### src/rtl/pc_sequencer.sv
`default_nettype none
// ============================================================================
// Module   : pc_sequencer
// Brief    : LEGv8 fetch-and-branch controller. Owns the PC and resolves
//            B/BL/CBZ/CBNZ/B.cond/BR in decode, squashing one wrong-path slot.
// Revision : 1.0
// ============================================================================
module pc_sequencer #(
  parameter logic [63:0] RESET_PC = 64'd0
) (
  input  logic        clk,
  input  logic        reset,
  input  logic        stall,
  input  logic [31:0] instr,
  input  logic [63:0] rt_value,
  input  logic [3:0]  flags,
  input  logic        flags_valid,
  output logic [63:0] pc,
  output logic        flush,
  output logic        seq_stall,
  output logic        link_we,
  output logic [63:0] link_value
);

  localparam logic [0:0] S_RUN        = 1'b0;
  localparam logic [0:0] S_WAIT_FLAGS = 1'b1;

  logic [0:0]  r_state;
  logic [0:0]  w_next_state;
  logic [63:0] r_pc;
  logic [63:0] r_pc_d;
  logic        r_id_valid;

  logic        w_is_b;
  logic        w_is_bl;
  logic        w_is_cbz;
  logic        w_is_cbnz;
  logic        w_is_bcond;
  logic        w_is_br;
  logic        w_cond_true;
  logic        w_taken;
  logic [63:0] w_off26;
  logic [63:0] w_off19;
  logic [63:0] w_target;
  logic        w_flush;
  logic        w_seq_stall;
  logic        w_link_we;

  // Decode is qualified by id_valid so a squashed slot never acts.
  assign w_is_b     = r_id_valid && (instr[31:26] == 6'b000101);
  assign w_is_bl    = r_id_valid && (instr[31:26] == 6'b100101);
  assign w_is_cbz   = r_id_valid && (instr[31:24] == 8'b10110100);
  assign w_is_cbnz  = r_id_valid && (instr[31:24] == 8'b10110101);
  assign w_is_bcond = r_id_valid && (instr[31:24] == 8'b01010100);
  assign w_is_br    = r_id_valid && (instr[31:21] == 11'b11010110000);

  assign w_off26 = {{36{instr[25]}}, instr[25:0], 2'b00};
  assign w_off19 = {{43{instr[23]}}, instr[23:5], 2'b00};

  always_comb begin
    w_cond_true = 1'b1;
    case (instr[3:0])
      4'h0:    w_cond_true =  flags[2];
      4'h1:    w_cond_true = !flags[2];
      4'h2:    w_cond_true =  flags[1];
      4'h3:    w_cond_true = !flags[1];
      4'h4:    w_cond_true =  flags[3];
      4'h5:    w_cond_true = !flags[3];
      4'h6:    w_cond_true =  flags[0];
      4'h7:    w_cond_true = !flags[0];
      4'h8:    w_cond_true =  (flags[1] && !flags[2]);
      4'h9:    w_cond_true = !(flags[1] && !flags[2]);
      4'hA:    w_cond_true =  (flags[3] == flags[0]);
      4'hB:    w_cond_true =  (flags[3] != flags[0]);
      4'hC:    w_cond_true =  (!flags[2] && (flags[3] == flags[0]));
      4'hD:    w_cond_true = !(!flags[2] && (flags[3] == flags[0]));
      default: w_cond_true = 1'b1;
    endcase
  end

  assign w_taken = w_is_b || w_is_bl || w_is_br
                || (w_is_cbz   && (rt_value == 64'd0))
                || (w_is_cbnz  && (rt_value != 64'd0))
                || (w_is_bcond && w_cond_true);

  always_comb begin
    w_target = r_pc_d + w_off26;
    if (w_is_br)
      w_target = rt_value;
    else if (w_is_cbz || w_is_cbnz || w_is_bcond)
      w_target = r_pc_d + w_off19;
  end

  // State register
  always_ff @(posedge clk or posedge reset) begin
    if (reset)
      r_state <= S_RUN;
    else
      r_state <= w_next_state;
  end

  // Next-state logic
  always_comb begin
    w_next_state = r_state;
    if (!stall) begin
      case (r_state)
        S_RUN:        if (w_is_bcond && !flags_valid) w_next_state = S_WAIT_FLAGS;
        S_WAIT_FLAGS: if (flags_valid) w_next_state = S_RUN;
        default:      w_next_state = S_RUN;
      endcase
    end
  end

  // Output logic; stall suppresses any resolution side effect.
  always_comb begin
    w_seq_stall = 1'b0;
    w_flush     = 1'b0;
    w_link_we   = 1'b0;
    case (r_state)
      S_RUN:        w_seq_stall = w_is_bcond && !flags_valid;
      S_WAIT_FLAGS: w_seq_stall = !flags_valid;
      default:      w_seq_stall = 1'b0;
    endcase
    if (!stall && !w_seq_stall) begin
      w_flush   = w_taken;
      w_link_we = w_is_bl;
    end
  end

  always_ff @(posedge clk or posedge reset) begin
    if (reset) begin
      r_pc       <= RESET_PC;
      r_pc_d     <= 64'd0;
      r_id_valid <= 1'b0;
    end else if (!stall && !w_seq_stall) begin
      if (w_taken) begin
        r_pc       <= w_target;
        r_id_valid <= 1'b0;
      end else begin
        r_pc       <= r_pc + 64'd4;
        r_pc_d     <= r_pc;
        r_id_valid <= 1'b1;
      end
    end
  end

  assign pc         = r_pc;
  assign flush      = w_flush;
  assign seq_stall  = w_seq_stall;
  assign link_we    = w_link_we;
  assign link_value = r_pc_d + 64'd4;

endmodule
`default_nettype wire
### config.mk
export PLATFORM = sky130hd
export DESIGN_NAME = pc_sequencer
export DESIGN_NICKNAME = d
export VERILOG_FILES = /design/src/rtl/pc_sequencer.sv
export SDC_FILE = /design/constraint.sdc
export NUM_CORES = 1
export LEC_CHECK = 0
export CORE_AREA = 2 2 153 155
export DETAILED_ROUTE_END_ITERATION = 8
export DIE_AREA = 0 0 155 157
export DONT_BUFFER_PORTS = 1
export PLACE_DENSITY = 0.7
export SLEW_MARGIN = 5
export SYNTH_ARGS = -nofsm -noshare
export SYNTH_HDL_FRONTEND = slang
export SYNTH_SLANG_ARGS = --single-unit
### constraint.sdc
create_clock -name clk -period 6 [get_ports clk]
set_input_delay 1.2 -clock clk [delete_from_list [all_inputs] [get_ports clk]]
set_output_delay 1.2 -clock clk [all_outputs]
set_load 0.01 [all_outputs]
==> After elaboration in Yosys (flattened, before gate mapping) <==
Index checks and enable logic that the tools add are counted.
{ "op_classes": {"addsub": 4, "n_eq_ne": 21, "n_reduce_logical": 33, "bitwise": 2, "mux": 11} }
{ "op_table": {"columns": ["cell", "n"], "rows": [
  ["$mux W64", 3],
  ["$add A64 B3 Y64 const B", 2],
  ["$add A64 B64 Y64", 2],
  ["$logic_not A64 Y1", 1],
  ["$reduce_bool A64 Y1", 1],
  ["$eq A4 B4 Y1 const B", 6],
  ["$eq A4 B3 Y1 const B", 4],
  ["$eq A8 B8 Y1 const B", 2],
  ["$pmux W1 S14", 1],
  ["$logic_and A1 B1 Y1", 13],
  ["$eq A11 B11 Y1 const B", 1],
  ["$logic_not A1 Y1", 9],
  ["$eq A4 B2 Y1 const B", 2],
  ["$eq A8 B7 Y1 const B", 1],
  ["$logic_or A1 B1 Y1", 7],
  ["$eq A6 B3 Y1 const B", 1],
  ["$eq A6 B6 Y1 const B", 1],
  ["$mux W1", 5],
  ["$eq A4 B1 Y1 const B", 1],
  ["$logic_not A4 Y1", 1],
  ["$pmux W1 S2", 2],
  ["$not A1 Y1", 2],
  ["$reduce_and A2 Y1", 1],
  ["$eq A1 B1 Y1", 1],
  ["$ne A1 B1 Y1", 1]
]} }
{ "word_totals": {"ff_bits": 130, "out_inout_bits": 131, "in_bits": 104, "elab_cells": 75} }

==> Depth between registers and ports, before layout <==
{ "depth": {"word_depth": 9, "mapped_depth": 20, "ltp_nobuf": 18} }

==> Worst setup path after synthesis <==
No wires, ideal clock.
{ "synth_timing": {"path_type": "input -> register", "startpoint": "input port instr[27]", "endpoint": "register r_pc[57] (netlist: pc[57])", "stages": 19, "n_path_buf": 2, "setup_slack_ns": 0.250, "arrival_time_ns": 5.681, "setup_ns": 0.069, "t_required_ns": 5.931, "cell_sequence": "nand4b_1 -> nor2_1 -> nand3b_1 -> o31a_1 -> clkbuf_1 -> nor2b_1 -> or2_2 -> ha_1 -> buf_6 -> nand4_4 -> or4_4 -> nor4_4 -> or4b_1 -> o221ai_2 -> o221ai_2 -> o21ai_4 -> a21boi_2 -> or4_1 -> nand3_1"} }
{ "synth_between": {"elab_chain_cells": 8, "elab_cells_between_ends": 29, "classes_between": "eq/ne (6); mux (4); reduce/logical (19)"} }
{ "synth_rtl": {"columns": ["element", "line_no", "source"], "rows": [
  ["start: declaration", "14", "input logic [31:0] instr,"],
  ["parallel branches: the longest is 8 deep, another holds $mux W64", null, null],
  ["end signal: assignment", "137", "r_pc <= w_target;"],
  ["end signal: assignment", "140", "r_pc <= r_pc + 64'd4;"],
  ["end: declaration", "30", "logic [63:0] r_pc;"]
]} }
Parallel ways; which one is timed is not known.
A chain may end at the register's enable or synchronous reset.

==> Final worst setup path <==
Same ends and word-level chain as after synthesis.

==> results.tsv <==
metric	value	unit
crit share post-route	91.3	%
DR WL/cell	24.0	um
initial antenna violation count	0	
Total GRT Usage	35.6	%
worst r2r src	r_id_valid	
Post-synth top cells	nand2_1 (184), a21oi_1 (164), dfrtp_1 (130)	
FILL cells	2112	
Yosys cell types	79	
Power Dens Cells	469	nW/um2
Post-route DRC	0	
via/cell ratio	6.87	
# nets final	1695	
status	finished clean	
crit end category	flip-flop	
H-tree levels	4	
Post-Route Setup TNS	0	ns
vias	12500	
die footprint	24300	um2
number of diodes	0	
port buffer count	0	
worst clock skew	0.0104	ns
clk_lat worst skew	0.43	ns
startpoint type of the worst setup path	primary input	
DP Area	12500	um2
synthesized netlist cell count	1571	
Hold Crit Class	reg -> reg	
yosys warns	0	
Netlist Area Pre-Place	12300	um2
net count after synthesis	1742	
hold buffers post-CTS	0	
Pre-antenna DRT Iters	6	
first-pass GRT wire length	67100	um
Synth-to-Final Area Change	6.73	%
number of synthesized flops with an enable pin	0	
Initial Util	54.6	%
Main synth FF type	dfrtp_1	
vias in the first global route	11500	
max-cap violations	0	
ys async rst share	100	%
final hold violation count	0	
CP Launch Point	instr[27]	
Congestion Overflow GR	0	
Seq/Total Area, Yosys	26.5	%
Final setup viols	0	
clock sink total	130	
Leak Pwr	5.25	nW
count leader, synth	nand2_1	
DRT Wirelength	43700	um
minimum clock period	5.48	ns
CTS tree	done	
overall die width	155	um
number of synthesized register bits	130	
Setup Buffers After CTS	0	
RSZ-0062 raised after global routing	false	
syn_area_per_cell	7.82	um2
last element of the critical path	pc[57]	
gpl congestion	0.953	
share of the synthesized area in the top cell type	26.5	%
Slew Viols, Final	0	
Core Area	22500	um2
Synth area leaders	dfrtp_1 (26%), ha_1 (6.7%), a21oi_1 (6.7%), xnor2_1 (5.6%), nand2_1 (5.6%)	
Worst R2R Setup Slack	0.90	ns
crit-path max FO	10	
Bufs on Longest Clock Path	2	
critical path class	in -> reg	
Worst Max-Slew Pin Slew	1.12	ns
clk slew on worst S/H paths	0.06	ns
Core Rows	55	
FMAX	183	MHz
Num CTS Buffers	17	
reg-to-reg critical path endpoint	pc[57]	
Req. time, crit path	6.36	ns
die height	157	um
# IOs	235	
layout cell share with drive strength beyond 1	6.98	%
DR iter-0 viols	1222	
root buf cell	clkbuf_16	
biggest area consumer among synthesized cells	dfrtp_1	
crit path DAT	5.84	ns
Peak VDD IR	0.213	mV
post-CTS sizing	0	
largest net degree at the start of global routing	75	
post-route cell area	13100	um2
Rel. slew slack	24.4	%
remaining antenna violation count	0	
HPWL Detailed	33200	um
R2R depth	17	
==> per-stage QoR <==
| step | utilization, % | hold slack [ns] | setup WS (ns) | std cells | power, mW |
|---|---|---|---|---|---|
| 2_1_floorplan | - | 0.447 | 0.250 | 1571 | 4.15 |
| 3_3_place_gp | 55.7 | 0.462 | 0.257 | 1790 | 4.95 |
| 3_5_place_dp | 55.7 | 0.472 | 0.133 | 1790 | 4.99 |
| 4_1_cts | 58.3 | 0.487 | 0.583 | 1818 | 6.10 |
| 5_1_grt | 58.3 | 0.519 | 0.284 | 1818 | 6.57 |
| 6_report | 58.3 | 0.483 | 0.521 | 1818 | 6.15 |
==> critical path: stages <==
cell and delay (ns):
nand4b_1 0.14, nor2_1 0.09, nand3b_1 0.17, o31a_1 0.50, nor2b_1 0.12, or2_2 0.41, ha_1 0.51, nand4_4 0.15
or4_4 0.54, nor4_4 0.20, or4b_1 0.49, o221ai_2 0.19, o221ai_2 0.21, o21ai_4 0.24, a21boi_2 0.10, or4_1 0.46
nand3_1 0.10
==> logic make-up (layout without fill, tap and decap cells) <==
family,count (synthesis),in the layout,synth area share (%)
AND/OR/NAND/NOR,575,575,23.3
AO/OA/AOI/OAI,472,472,24.0
buffers and inverters,139,101,4.53
flip-flops,130,130,26.5
XOR/XNOR,116,116,8.26
multiplexers,72,72,6.53
adder cells (fa/ha/maj),67,67,6.88
==> cells in the final DEF (no fill, tap or decap), drive strengths merged, types with 32 or more instances in the layout <==
cell type / synthesis / final
xor2: 37 / 37
nand2: 184 / 184
and3: 32 / 32
mux2: 66 / 66
nand4: 55 / 55
o21ai: 110 / 110
a21oi: 164 / 164
xnor2: 79 / 79
inv: 45 / 45
nand3: 74 / 74
nor2: 96 / 96
dfrtp: 130 / 130
nor3: 34 / 34
ha: 66 / 66
==> registers in the layout (all words and copies together) (netlist names) <==
| signal | flops |
|---|---|
| pc | 64 |
| r_state | 1 |
| r_id_valid | 1 |
| r_pc_d | 64 |
==> routing by layer <==
layer	up-vias	wire [um]	GRT usage, %	part of all wire [%]
li1	5736	-	-	-
met1	5964	18600	49.2	43
met2	681	19100	54.9	44
met3	109	4390	7.74	10
met4	0	1580	13.3	3.6
met5	-	0	0	0
==> area by class of cell <==
cell class	count	area [um2]	share of cell area, %
Sequential cell	130	3250	24.8
Clock inverter	5	103	0.782
Multi-Input combinational cell	1302	8520	65.0
Clock buffer	23	488	3.72
Tap cell	285	357	2.72
Timing Repair Buffer	28	223	1.70
Inverter	45	174	1.33
==> worst min-delay path by stage <==
stage	start	end	slack, ns	cells past startpoint
floorplan	r_id_valid	r_id_valid	0.45	2
global placement	r_id_valid	r_id_valid	0.46	2
detailed placement	r_id_valid	r_id_valid	0.47	2
CTS	r_id_valid	r_id_valid	0.49	2
global route	r_id_valid	r_id_valid	0.52	2
finish	r_id_valid	r_id_valid	0.48	2
==> power by group <==
| part | internal, mW | total, mW | switching (mW) |
|---|---|---|---|
| logic | 1.25 | 3.03 | 1.78 |
| clock network | 0.688 | 1.10 | 0.411 |
| registers | 1.23 | 2.02 | 0.792 |
| total | 3.17 | 6.15 | 2.98 |
Note: power is estimated with default switching activity, not from simulation.
